--- config.mk ---
export PLATFORM = sky130hd
export DESIGN_NAME = cfm_cmd_fsm
export DESIGN_NICKNAME = d
export VERILOG_FILES = /design/src/rtl/cfm_cmd_fsm.sv
export SDC_FILE = /design/constraint.sdc
export NUM_CORES = 1
export LEC_CHECK = 0
export ABC_AREA = 0
export CAP_MARGIN = 30
export CORE_ASPECT_RATIO = 2
export CORE_MARGIN = 2
export CORE_UTILIZATION = 46
export DETAILED_ROUTE_END_ITERATION = 8
export PLACE_DENSITY = 0.87
export SKIP_LAST_GASP = 1
export SYNTH_ARGS = -nofsm -noshare
export SYNTH_HDL_FRONTEND = slang
export SYNTH_SLANG_ARGS = --single-unit
--- constraint.sdc ---
create_clock -name clk -period 5.1 [get_ports clk]
set_input_delay 1.02 -clock clk [delete_from_list [all_inputs] [get_ports clk]]
set_output_delay 1.02 -clock clk [all_outputs]
set_load 0.05 [all_outputs]
--- src/rtl/cfm_cmd_fsm.sv ---
// cfm_cmd_fsm: host command sequencer moving packet RAM words to the flash controller and acking each command
module cfm_cmd_fsm #(
  parameter int NUMBER = 256
) (
  input  logic        clk,
  input  logic        reset,
  input  logic        start_rx,
  input  logic [7:0]  cmd_rx,
  input  logic [7:0]  len_rx,
  output logic        start_tx,
  output logic [7:0]  cmd_tx,
  output logic [7:0]  len_tx,
  output logic        start_rd_ram,
  input  logic        done_rd_ram,
  output logic [7:0]  start_rd_addr,
  input  logic [31:0] rd_word,
  output logic        start_wr_ram,
  input  logic        done_wr_ram,
  output logic [7:0]  start_wr_addr,
  output logic [31:0] wr_word,
  input  logic        done_getimg,
  output logic        start_addr,
  output logic [31:0] addr_data,
  output logic        start_wrdata,
  output logic [31:0] wr_data_data,
  input  logic [31:0] rd_data_data,
  input  logic        done_data,
  input  logic        done_csr
);
  typedef enum logic [2:0] {IDLE, DECODE, RD_REQ, RD_WAIT, ADDR_GO, WR_GO, WR_WAIT, ACK} state_t;
  state_t state, nxt;
  logic [7:0] cmd_q, len_q;
  logic [5:0] idx;
  logic is_addr, is_wr, more;
  logic unused_in;
  assign unused_in = ^{done_wr_ram, done_getimg, rd_data_data, done_csr, NUMBER};
  assign is_addr = cmd_q == 8'h41;
  assign is_wr = cmd_q == 8'h4B;
  assign more = {1'b0, idx} + 7'd1 < {1'b0, len_q[7:2]};
  always_comb begin
    nxt = state;
    case (state)
      IDLE:    nxt = start_rx ? DECODE : IDLE;
      DECODE:  nxt = (is_addr || (is_wr && len_q[7:2] != 6'd0)) ? RD_REQ : ACK;
      RD_REQ:  nxt = RD_WAIT;
      RD_WAIT: nxt = done_rd_ram ? (is_addr ? ADDR_GO : WR_GO) : RD_WAIT;
      ADDR_GO: nxt = ACK;
      WR_GO:   nxt = WR_WAIT;
      WR_WAIT: nxt = done_data ? (more ? RD_REQ : ACK) : WR_WAIT;
      default: nxt = IDLE;
    endcase
  end
  always_ff @(posedge clk) begin
    if (reset) begin
      state <= IDLE;
      cmd_q <= '0;
      len_q <= '0;
      idx <= '0;
      addr_data <= '0;
      wr_data_data <= '0;
      cmd_tx <= '0;
    end else begin
      state <= nxt;
      if (state == IDLE && start_rx) begin
        cmd_q <= cmd_rx;
        len_q <= len_rx;
      end
      if (state == DECODE) idx <= '0;
      if (state == RD_WAIT && done_rd_ram) begin
        if (is_addr) addr_data <= rd_word;
        else wr_data_data <= rd_word;
      end
      if (state == WR_WAIT && done_data) begin
        addr_data <= addr_data + 32'd1;
        idx <= idx + 6'd1;
      end
      // cmd_tx must be valid in the same cycle as the start_tx pulse
      if (nxt == ACK) cmd_tx <= (is_addr || is_wr) ? cmd_q : 8'hEE;
    end
  end
  assign start_tx = state == ACK;
  assign len_tx = '0;
  assign start_rd_ram = state == RD_REQ;
  assign start_rd_addr = (state == RD_REQ || state == RD_WAIT) ? {idx, 2'b00} : '0;
  assign start_addr = state == ADDR_GO;
  assign start_wrdata = state == WR_GO;
  assign start_wr_ram = 1'b0;
  assign start_wr_addr = '0;
  assign wr_word = '0;
endmodule

==> results of run 1 <==
[registers in the layout, indices dropped and copies added (netlist names)]
| name | count |
|---|---|
| addr_data | 32 |
| cmd_q | 8 |
| cmd_tx | 8 |
| idx | 6 |
| len_q | 6 |
| state | 3 |
| wr_data_data | 32 |
[power by group through the flow]
stage	clock [mW]	sequential, mW	combinational, mW
after floorplan	0	1.02	0.479
after global placement	0	0.907	0.768
after detailed placement	0	0.915	0.797
after CTS	0.790	0.900	0.802
after global routing	0.822	0.914	0.851
final	0.784	0.902	0.799
[cell usage in the layout, fill, tap and decap left out, types with 5 or more instances in the layout]
master	instances
nand2_1	132
clkdlybuf4s50_1	131
dfxtp_1	95
a21oi_1	84
conb_1	51
nor2_1	38
nand3_1	19
o21ai_0	18
inv_1	12
a31oi_1	12
and3_1	10
nor4_1	10
and2_1	9
nor3_1	9
clkbuf_16	9
nor2b_1	7
ha_1	7
nand4_1	6
xor2_1	5
o211ai_1	5
nand2b_1	5
[tightest hold or removal path: stages, from the launching register on]
cell	delay, ns
dfxtp_1	0.31
inv_1	0.05
a21oi_1	0.05
[how the worst max path moves through the flow]
| stage | start | endpoint | slack (ns) | cells past startpoint |
|---|---|---|---|---|
| 2_1_floorplan | state[2]$_SDFF_PP0_ | start_addr | 2.21 | 2 |
| 3_3_place_gp | done_data | addr_data[29]$_SDFFE_PP0P_ | 1.69 | 7 |
| 3_5_place_dp | done_rd_ram | addr_data[10]$_SDFFE_PP0P_ | 1.64 | 7 |
| 4_1_cts | state[1]$_SDFF_PP0_ | start_rd_ram | 1.59 | 3 |
| 5_1_grt | state[1]$_SDFF_PP0_ | start_rd_ram | 1.48 | 3 |
| 6_report | state[1]$_SDFF_PP0_ | start_rd_ram | 1.58 | 3 |
[per-stage QoR]
stage / total power, mW / instance area (sq um) / hold slack [ns] / std cells
5_1_grt: 2.588 / 6509 / 0.4794 / 886
4_1_cts: 2.492 / 6509 / 0.4534 / 886
6_report: 2.485 / 6509 / 0.4502 / 886
3_5_place_dp: 1.712 / 6162 / 0.4442 / 871
2_1_floorplan: 1.503 / 5142 / 0.4363 / 686
3_3_place_gp: 1.675 / 6107 / 0.4342 / 869
[metal layers]
metal	routed length [um]	part of all wire
met5	0	0
met4	589	0.041
met3	879	0.061
met2	7910	0.55
met1	4965	0.35
[synthesized netlist by cell type, types with 2 or more instances]
cell type and count:
nor3_2 3, a22oi_1 4, xor2_1 5, a311oi_1 4
nand4_1 6, nand2b_1 5, xnor2_1 2, buf_4 51
mux2i_1 2, clkbuf_1 22, a21o_1 2, and4b_1 2
a21oi_1 84, and3_1 10, nor2_1 38, a211oi_1 3
nor2b_1 7, dfxtp_1 95, buf_1 5, nand2_1 132
a31oi_1 12, or3_1 3, o211a_1 2, inv_1 12
nand3b_1 3, a221oi_1 4, buf_2 10, nand3_2 2
nor4_1 10, and2_1 9, nor3_1 9, ha_1 7
nand3_1 19, o211ai_1 5, o21ai_0 18
[layout make-up]
cell class,count,area (sq um)
clock inverter,3,90.09
sequential,95,1902
multi-input combinational,490,2650
tap,137,171.4
clock buffer,12,256.5
inverter,12,45.04
fill,941,3969
timing repair buffer,137,1394
[logic make-up after synthesis]
family	count (synthesis)	synth area share
adders and majority gates	7	0.01768
muxes	4	0.009343
DFF	95	0.3838
and+or+nand+nor	272	0.2768
xor gates and xnor gates	7	0.01237
other	1	0.0007568
buffers and inverters	101	0.1192
AOI/OAI and AO/OA	149	0.1800
==> results.sh, run 1 <==
export IMPL_p_int_mw=1.583
export IMPL_slowest_stage="clkdlybuf4s50_1"
export IMPL_dieHeight_um=150.8
export IMPL_area_growth_syn_to_layout_pct=31.36
export IMPL_grtUsageMet1=0.2328
export IMPL_ant_nets=0
export IMPL_grt_pass1_vias=4755
export IMPL_yosysSeqAreaShare=0.3838
export IMPL_diodes=0
export IMPL_wl_per_cell_um=16.19
export IMPL_gr_total_overflow=0
export IMPL_worst_slew_pin_slew_ns=0.8372
export IMPL_rr_endpoint="cmd_tx[0]$_SDFFE_PP0N_"
export IMPL_finalWeightedCongestion=0.8593
export IMPL_skew_ns=0.007755
export IMPL_clk_latency_ns=0.34
export IMPL_crit_fanout=13
export IMPL_tns_ns=0
export IMPL_critPathBufInv=1
export IMPL_outcome="complete, no violations"
export IMPL_syn_mean_instance_area_sq_um=7.790
export IMPL_synth_edf_count=0
export IMPL_power_share_clock=0.316
export IMPL_grtUsageTotal=0.2418
export IMPL_reg2reg_depth=10
export IMPL_r2r_start="idx[0]$_SDFFE_PP0P_"
export IMPL_postCtsSetupBuffers=0
export IMPL_rrSetupSlack_ns=2.17
export IMPL_cts_hold_buffers=0
export IMPL_initial_core_util=0.4729
export IMPL_use_met3=0.05185
export IMPL_route_detailed_drc=0
export IMPL_p_per_area_nw_per_um2=381.8
export IMPL_sw_frac_of_total=0.3631
export IMPL_hold_path_depth=2
export IMPL_cts_tree="done"
export IMPL_finalSetupViolCount=0
export IMPL_pwr_share_seq=0.363
export IMPL_worstPathArrival_ns=2.50
export IMPL_drt_pass1_iterations=5
export IMPL_critical_path_most_common_cell="nor2b_1"
export IMPL_synthArstFlopShare=0
export IMPL_nets=840
export IMPL_h_tree_depth=3
export IMPL_pre_cts_ws_ns=1.644
export IMPL_postLayoutSetupSlackWorst_ns=1.584
export IMPL_slowest_delay_ns=0.84
export IMPL_cp_top_family="buffers and inverters"
export IMPL_min_path_type="flip-flop to flip-flop"
export IMPL_hpwl_mm=10.65
export IMPL_antenna_found_initial=0
export IMPL_dieWidth_um=77.39
export IMPL_clkTransAtPathRegs_ns=0.06
export IMPL_leakage_nw=2.408
export IMPL_hold_violations=0
export IMPL_yosysWarnings=0
export IMPL_port_buffers=132
export IMPL_ios=221
export IMPL_cts_num_sinks=95
export IMPL_rows=53
export IMPL_wirelength_mm=14.35
export IMPL_die_area_sq_um=11670
export IMPL_relSlewSlack=0.4419
export IMPL_pwr_share_comb=0.322
export IMPL_yosys_top_cells_area="dfxtp_1 38%, nand2_1 10%, a21oi_1 8.5%"
export IMPL_cp_required_ns=4.08
export IMPL_switchingPower_uw=902.4
export IMPL_yosysTopAreaCellShare=0.3838
export IMPL_cap_viol_max_count=0
export IMPL_post_cts_resized_instances=0
export IMPL_period_share=0.6894
export IMPL_syn_inst=636
export IMPL_coreArea_sq_um=10480
export IMPL_gr_usage_met2=0.4665
export IMPL_drive_gt1_frac=0.04940
export IMPL_rsz0062_at_grt="no"
export IMPL_netlist_area_sq_um=4955
export IMPL_drv_slew=0
export IMPL_cts_buffers=9
export IMPL_synth_seq_cells=95
export IMPL_via_count=4889
export IMPL_grt_max_degree=50
export IMPL_peakVddDrop_uv=344.0
export IMPL_clockBufferDepth=2
export IMPL_hp_start="cmd_tx[5]$_SDFFE_PP0N_"
export IMPL_cp_start_kind="flip-flop"
export IMPL_via_per_inst=5.518
export IMPL_fmax_mhz=284.4
export IMPL_yosysTopAreaCell="dfxtp_1"
export IMPL_fin_crit_ns=3.516
export IMPL_drt_iter0_drc=395
export IMPL_worstPathCellList="nor2b_1 > nor2b_1 > clkdlybuf4s50_1"
export IMPL_critPathCaptureType="primary output"
export IMPL_synth_cell_types=64
export IMPL_utilization=0.6212
export IMPL_grt_pass1_wl_mm=22.65
export IMPL_synthFlopType="dfxtp_1"
export IMPL_top_usage_layer="met2"
export IMPL_cts_root_buf="clkbuf_16"
export IMPL_crit_type="flip-flop to primary output"
export IMPL_min_to="cmd_tx[5]$_SDFFE_PP0N_"
Power figures use the tool's default switching activity.
==> inputs of run 2 (changes only) <==
Settings changed: CORE_UTILIZATION 46 to 42, PLACE_DENSITY 0.87 to 0.8.
Clock period 5.1 ns to 3.6 ns, I/O delays scaled along.
==> run 2 against run 1 <==
Against the previous run:
- combinational power is 39% higher
- non-clock buffer count is 4 higher
- sequential power is 41% higher
- worst setup slack worse by 1.1 ns
- clock-buffer cell count fell by 2
- routed wire length decreased by 5.1%
- critical path type unchanged
- critical endpoint unchanged
==> results.sh, run 2 (synthesis results as in run 1) <==
export IMPL_cts_tree="done"
export IMPL_cp_required_ns=2.88
export IMPL_nets=844
export IMPL_initial_core_util=0.4260
export IMPL_diodes=0
export IMPL_relSlewSlack=0.5357
export IMPL_wirelength_mm=13.61
export IMPL_pre_cts_ws_ns=0.7247
export IMPL_final_common_cell="nand2_1"
export IMPL_drive_gt1_frac=0.05445
export IMPL_drt_iter0_drc=261
export IMPL_h_tree_depth=3
export IMPL_skew_ns=0.009042
export IMPL_leakage_nw=2.378
export IMPL_port_buffers=132
export IMPL_grt_pass1_vias=4430
export IMPL_hold_violations=0
export IMPL_wl_per_cell_um=15.15
export IMPL_postCtsSetupBuffers=0
export IMPL_crit_type="flip-flop to primary output"
export IMPL_rsz0062_at_grt="no"
export IMPL_multi_input_area_sq_um=2650
export IMPL_ant_nets=0
export IMPL_worstPathArrival_ns=2.38
export IMPL_reg2reg_depth=10
export IMPL_antenna_found_initial=0
export IMPL_postLayoutSetupSlackWorst_ns=0.5042
export IMPL_cts_buffers=9
export IMPL_finalPower_mw=3.335
export IMPL_crit_fanout=13
export IMPL_period_share=0.8599
export IMPL_clockBufferDepth=2
export IMPL_grt_max_degree=55
export IMPL_finalWeightedCongestion=0.8466
export IMPL_hold_path_depth=2
export IMPL_fmax_mhz=323.0
export IMPL_via_per_inst=5.287
export IMPL_clk_latency_ns=0.34
export IMPL_grt_pass1_wl_mm=21.09
export IMPL_regArea_sq_um=1902
export IMPL_route_detailed_drc=0
export IMPL_area_growth_syn_to_layout_pct=30.23
export IMPL_tns_ns=0
export IMPL_cap_viol_max_count=0
export IMPL_rr_endpoint="cmd_tx[0]$_SDFFE_PP0N_"
export IMPL_ios=221
export IMPL_gr_total_overflow=0
export IMPL_coreArea_sq_um=11630
export IMPL_hp_start="cmd_tx[5]$_SDFFE_PP0N_"
export IMPL_cp_start_kind="flip-flop"
export IMPL_rrSetupSlack_ns=0.71
export IMPL_min_path_type="flip-flop to flip-flop"
export IMPL_via_count=4748
export IMPL_critPathCaptureType="primary output"
export IMPL_post_cts_resized_instances=0
export IMPL_rows=56
export IMPL_min_to="cmd_tx[5]$_SDFFE_PP0N_"
export IMPL_clkTransAtPathRegs_ns=0.07
export IMPL_finalSetupViolCount=0
export IMPL_outcome="complete, no violations"
export IMPL_hpwl_mm=9.945
export IMPL_reg_largest_list="addr_data x32, wr_data_data x32"
export IMPL_drt_pass1_iterations=4
export IMPL_cts_hold_buffers=0
export IMPL_cts_num_sinks=95
export IMPL_drv_slew=0
export IMPL_grtUsageTotal=0.2128
export IMPL_r2r_start="idx[0]$_SDFFE_PP0P_"
export IMPL_final_cell_mix="132 x nand2_1, 131 x clkdlybuf4s50_1, 95 x dfxtp_1"
export IMPL_worst_slew_pin_slew_ns=0.6961
export IMPL_dieHeight_um=157.6
export IMPL_die_area_sq_um=12730
export IMPL_dieWidth_um=80.80
export IMPL_fillers=1105
export IMPL_fin_crit_ns=3.096
export IMPL_p_per_area_nw_per_um2=516.9
export IMPL_peakVddDrop_uv=428.1
export IMPL_cts_root_buf="clkbuf_16"
[run 2: cell count changes in the layout (fill, tap and decap cells not counted), moves of 2 or more]
cell,before,now
buf_4,3,10
buf_16,2,0
clkinvlp_4,0,2
bufinv_16,3,1
clkbuf_8,2,0
[run 2: worst max-delay path, cell delays in order (launching register included)]
cell	delay, ns
dfxtp_1	0.60
nor2b_1	0.42
nor2b_1	0.20
clkdlybuf4s50_1	0.83
[run 2: worst max path at each step]
stage / startpoint / endpoint / slack (ns) / depth (start not counted)
3_3_place_gp: idx[0]$_SDFFE_PP0P_ / cmd_tx[0]$_SDFFE_PP0N_ / 0.78 / 10
6_report: state[1]$_SDFF_PP0_ / start_rd_ram / 0.50 / 3
2_1_floorplan: state[2]$_SDFF_PP0_ / start_addr / 1.01 / 2
3_5_place_dp: idx[0]$_SDFFE_PP0P_ / cmd_tx[0]$_SDFFE_PP0N_ / 0.72 / 10
4_1_cts: state[1]$_SDFF_PP0_ / start_rd_ram / 0.50 / 3
5_1_grt: state[1]$_SDFF_PP0_ / start_rd_ram / 0.39 / 3
[run 2: through the flow]
step / instance area [sq um] / hold slack (ns) / util / instances
final: 6452 / 0.4516 / 0.5548 / 898
after global routing: 6452 / 0.4714 / 0.5548 / 898
after global placement: 6165 / 0.4337 / 0.5300 / 883
after CTS: 6452 / 0.4539 / 0.5548 / 898
after floorplan: 5142 / 0.4363 / - / 686
after detailed placement: 6165 / 0.4433 / 0.5300 / 883
[run 2: layer usage]
metal,vias to the layer above,GRT usage,share of wire
met1,2213,0.2137,0.36
met2,174,0.4093,0.56
met4,0,0.1090,0.032
met5,-,0,0
li1,2329,-,-
met3,32,0.02794,0.050
[run 2: layout make-up]
type                            instances  share of cell area
Clock inverter                          5            0.009114
Multi-Input combinational cell        490              0.4107
Inverter                               12            0.006981
Sequential cell                        95              0.2947
Timing Repair Buffer                  141              0.2149
Clock buffer                           10             0.03549
Tap cell                              145             0.02812
[run 2: power breakdown]
group | internal (mW) | switching [mW]
clock | 0.537 | 0.413
combinational | 0.360 | 0.754
sequential | 1.16 | 0.113
==> inputs of run 3 (changes only) <==
Settings changed: CORE_MARGIN 2 to unset.
==> run 3 against run 2 <==
Against the previous run:
- fmax fell by 1.3%
- sequential power about the same
- cell count decreased by 0.45%
- global-route usage increased by 2.1 points
- worst setup slack worse by 0.040 ns
- via count rose by 3.0%
- combinational power hardly changed
- register-to-register slack barely moved
- clock power decreased by 6.3%
- first-iteration DRC count fell by 5.7%
- worst hold slack about the same
==> results.sh, run 3 (synthesis results as in run 1) <==
export IMPL_clkTransAtPathRegs_ns=0.07
export IMPL_min_path_type="flip-flop to flip-flop"
export IMPL_pre_cts_ws_ns=0.6240
export IMPL_crit_type="flip-flop to primary output"
export IMPL_cp_required_ns=2.88
export IMPL_cp_start_kind="flip-flop"
export IMPL_sw_frac_of_total=0.3937
export IMPL_grt_pass1_vias=4732
export IMPL_post_cts_resized_instances=0
export IMPL_grt_max_degree=71
export IMPL_reg_largest_list="addr_data x32, wr_data_data x32"
export IMPL_drv_slew=0
export IMPL_wirelength_mm=14.18
export IMPL_gr_total_overflow=0
export IMPL_fillers=1080
export IMPL_via_count=4890
export IMPL_pwr_share_seq=0.389
export IMPL_drt_pass1_iterations=5
export IMPL_leakage_nw=2.370
export IMPL_dp_cells=878
export IMPL_coreArea_sq_um=11420
export IMPL_r2r_start="idx[0]$_SDFFE_PP0P_"
export IMPL_cts_num_sinks=95
export IMPL_grtUsageTotal=0.2338
export IMPL_tns_ns=0
export IMPL_cp_top_family="buffers and inverters"
export IMPL_critPathCaptureType="primary output"
export IMPL_dieWidth_um=78.80
export IMPL_p_per_area_nw_per_um2=510.7
export IMPL_die_area_sq_um=12260
export IMPL_initial_core_util=0.4337
export IMPL_peakVddDrop_uv=351.6
export IMPL_utilization=0.5628
export IMPL_worst_slew_pin_slew_ns=0.7056
export IMPL_cts_tree="done"
export IMPL_worst_hold_slack_ns=0.4516
export IMPL_hold_violations=0
export IMPL_period_share=0.8709
export IMPL_drive_gt1_frac=0.05319
export IMPL_cts_root_buf="clkbuf_16"
export IMPL_wl_per_cell_um=15.86
export IMPL_skew_ns=0.007761
export IMPL_dieHeight_um=155.6
export IMPL_clk_latency_ns=0.34
export IMPL_rrSetupSlack_ns=0.71
export IMPL_critPathBufInv=1
export IMPL_worstPathArrival_ns=2.42
export IMPL_antenna_found_initial=0
export IMPL_rows=55
export IMPL_worstPathCellList="nor2b_1 > nor2b_1 > clkdlybuf4s50_1"
export IMPL_fmax_mhz=318.9
export IMPL_critical_path_most_common_cell="nor2b_1"
export IMPL_h_tree_depth=3
export IMPL_slowest_delay_ns=0.81
export IMPL_p_int_mw=1.990
export IMPL_fin_crit_ns=3.135
export IMPL_relSlewSlack=0.5279
export IMPL_ios=221
export IMPL_cts_buffers=9
export IMPL_finalSetupViolCount=0
export IMPL_stdcell_count=894
export IMPL_nets=842
export IMPL_crit_fanout=13
export IMPL_via_per_inst=5.470
export IMPL_startpoint="state[1]$_SDFF_PP0_"
export IMPL_ant_nets=0
export IMPL_power_share_clock=0.271
export IMPL_diodes=0
export IMPL_cap_viol_max_count=0
export IMPL_rsz0062_at_grt="no"
export IMPL_final_cell_mix="132 x nand2_1, 131 x clkdlybuf4s50_1, 95 x dfxtp_1"
export IMPL_rr_endpoint="cmd_tx[0]$_SDFFE_PP0N_"
export IMPL_grt_pass1_wl_mm=22.29
export IMPL_reg2reg_depth=10
export IMPL_endpoint="start_rd_ram"
export IMPL_outcome="complete, no violations"
export IMPL_finalWeightedCongestion=0.8688
export IMPL_postLayoutSetupSlackWorst_ns=0.4646
export IMPL_route_detailed_drc=0
export IMPL_cp_depth=3
export IMPL_area_growth_syn_to_layout_pct=29.75
export IMPL_postCtsSetupBuffers=0
export IMPL_port_buffers=132
export IMPL_clockBufferDepth=2
export IMPL_cts_hold_buffers=0
export IMPL_final_common_cell="nand2_1"
export IMPL_hpwl_mm=10.54
export IMPL_slowest_stage="clkdlybuf4s50_1"
export IMPL_switchingPower_mw=1.293
export IMPL_drt_iter0_drc=246
export IMPL_pwr_share_comb=0.340
run 3: cell types whose count changed in the layout (fill, tap and decap cells not counted):
cell        change
clkinvlp_4      -1
clkinv_4        +1
buf_12          +1
buf_4           -4
bufinv_16       -1
inv_6           +1
clkinv_2        +1
buf_2           +1
run 3: cell type report:
cell class	count	area, sq um	share of cell area
flip-flops and latches	95	1902	0.2958
well taps	142	177.7	0.02764
inverters	12	45.04	0.007007
clock inverters	6	43.79	0.006812
repair buffers	139	1381	0.2149
clock buffers	10	229.0	0.03562
multi-input cells	490	2650	0.4122
run 3: routing by layer:
layer	GRT usage	wire length, um	up-vias
li1	-	-	2322
met1	0.2279	4900	2296
met2	0.4398	7837	228
met3	0.03567	711	44
met4	0.1552	731	0
met5	0	0	-
run 3: worst min path at each step:
stage | startpoint | endpoint | cells after the start
after CTS | cmd_tx[5]$_SDFFE_PP0N_ | cmd_tx[5]$_SDFFE_PP0N_ | 2
after detailed placement | cmd_tx[5]$_SDFFE_PP0N_ | cmd_tx[5]$_SDFFE_PP0N_ | 2
after global placement | cmd_tx[6]$_SDFFE_PP0N_ | cmd_tx[6]$_SDFFE_PP0N_ | 2
final | cmd_tx[5]$_SDFFE_PP0N_ | cmd_tx[5]$_SDFFE_PP0N_ | 2
after floorplan | len_q[5]$_SDFFE_PP0P_ | len_q[5]$_SDFFE_PP0P_ | 2
after global routing | wr_data_data[11]$_SDFFE_PP0P_ | wr_data_data[11]$_SDFFE_PP0P_ | 2
run 3: power by group through the flow:
stage | clock network (mW) | logic [mW] | registers, mW
2_1_floorplan | 0 | 0.679 | 1.45
3_3_place_gp | 0 | 1.10 | 1.29
3_5_place_dp | 0 | 1.12 | 1.30
4_1_cts | 0.901 | 1.12 | 1.27
5_1_grt | 0.947 | 1.20 | 1.29
6_report | 0.889 | 1.12 | 1.28
run 3: tightest hold or removal path, stage by stage (launching register included):
cell and delay [ns]:
dfxtp_1 0.31, inv_1 0.05, a21oi_1 0.05
run 3: stage by stage:
stage                     instance area, sq um  power [mW]
after floorplan                           5142       2.130
after global routing                      6429       3.432
after global placement                    6156       2.383
after CTS                                 6429       3.298
after detailed placement                  6156       2.418
final                                     6429       3.283
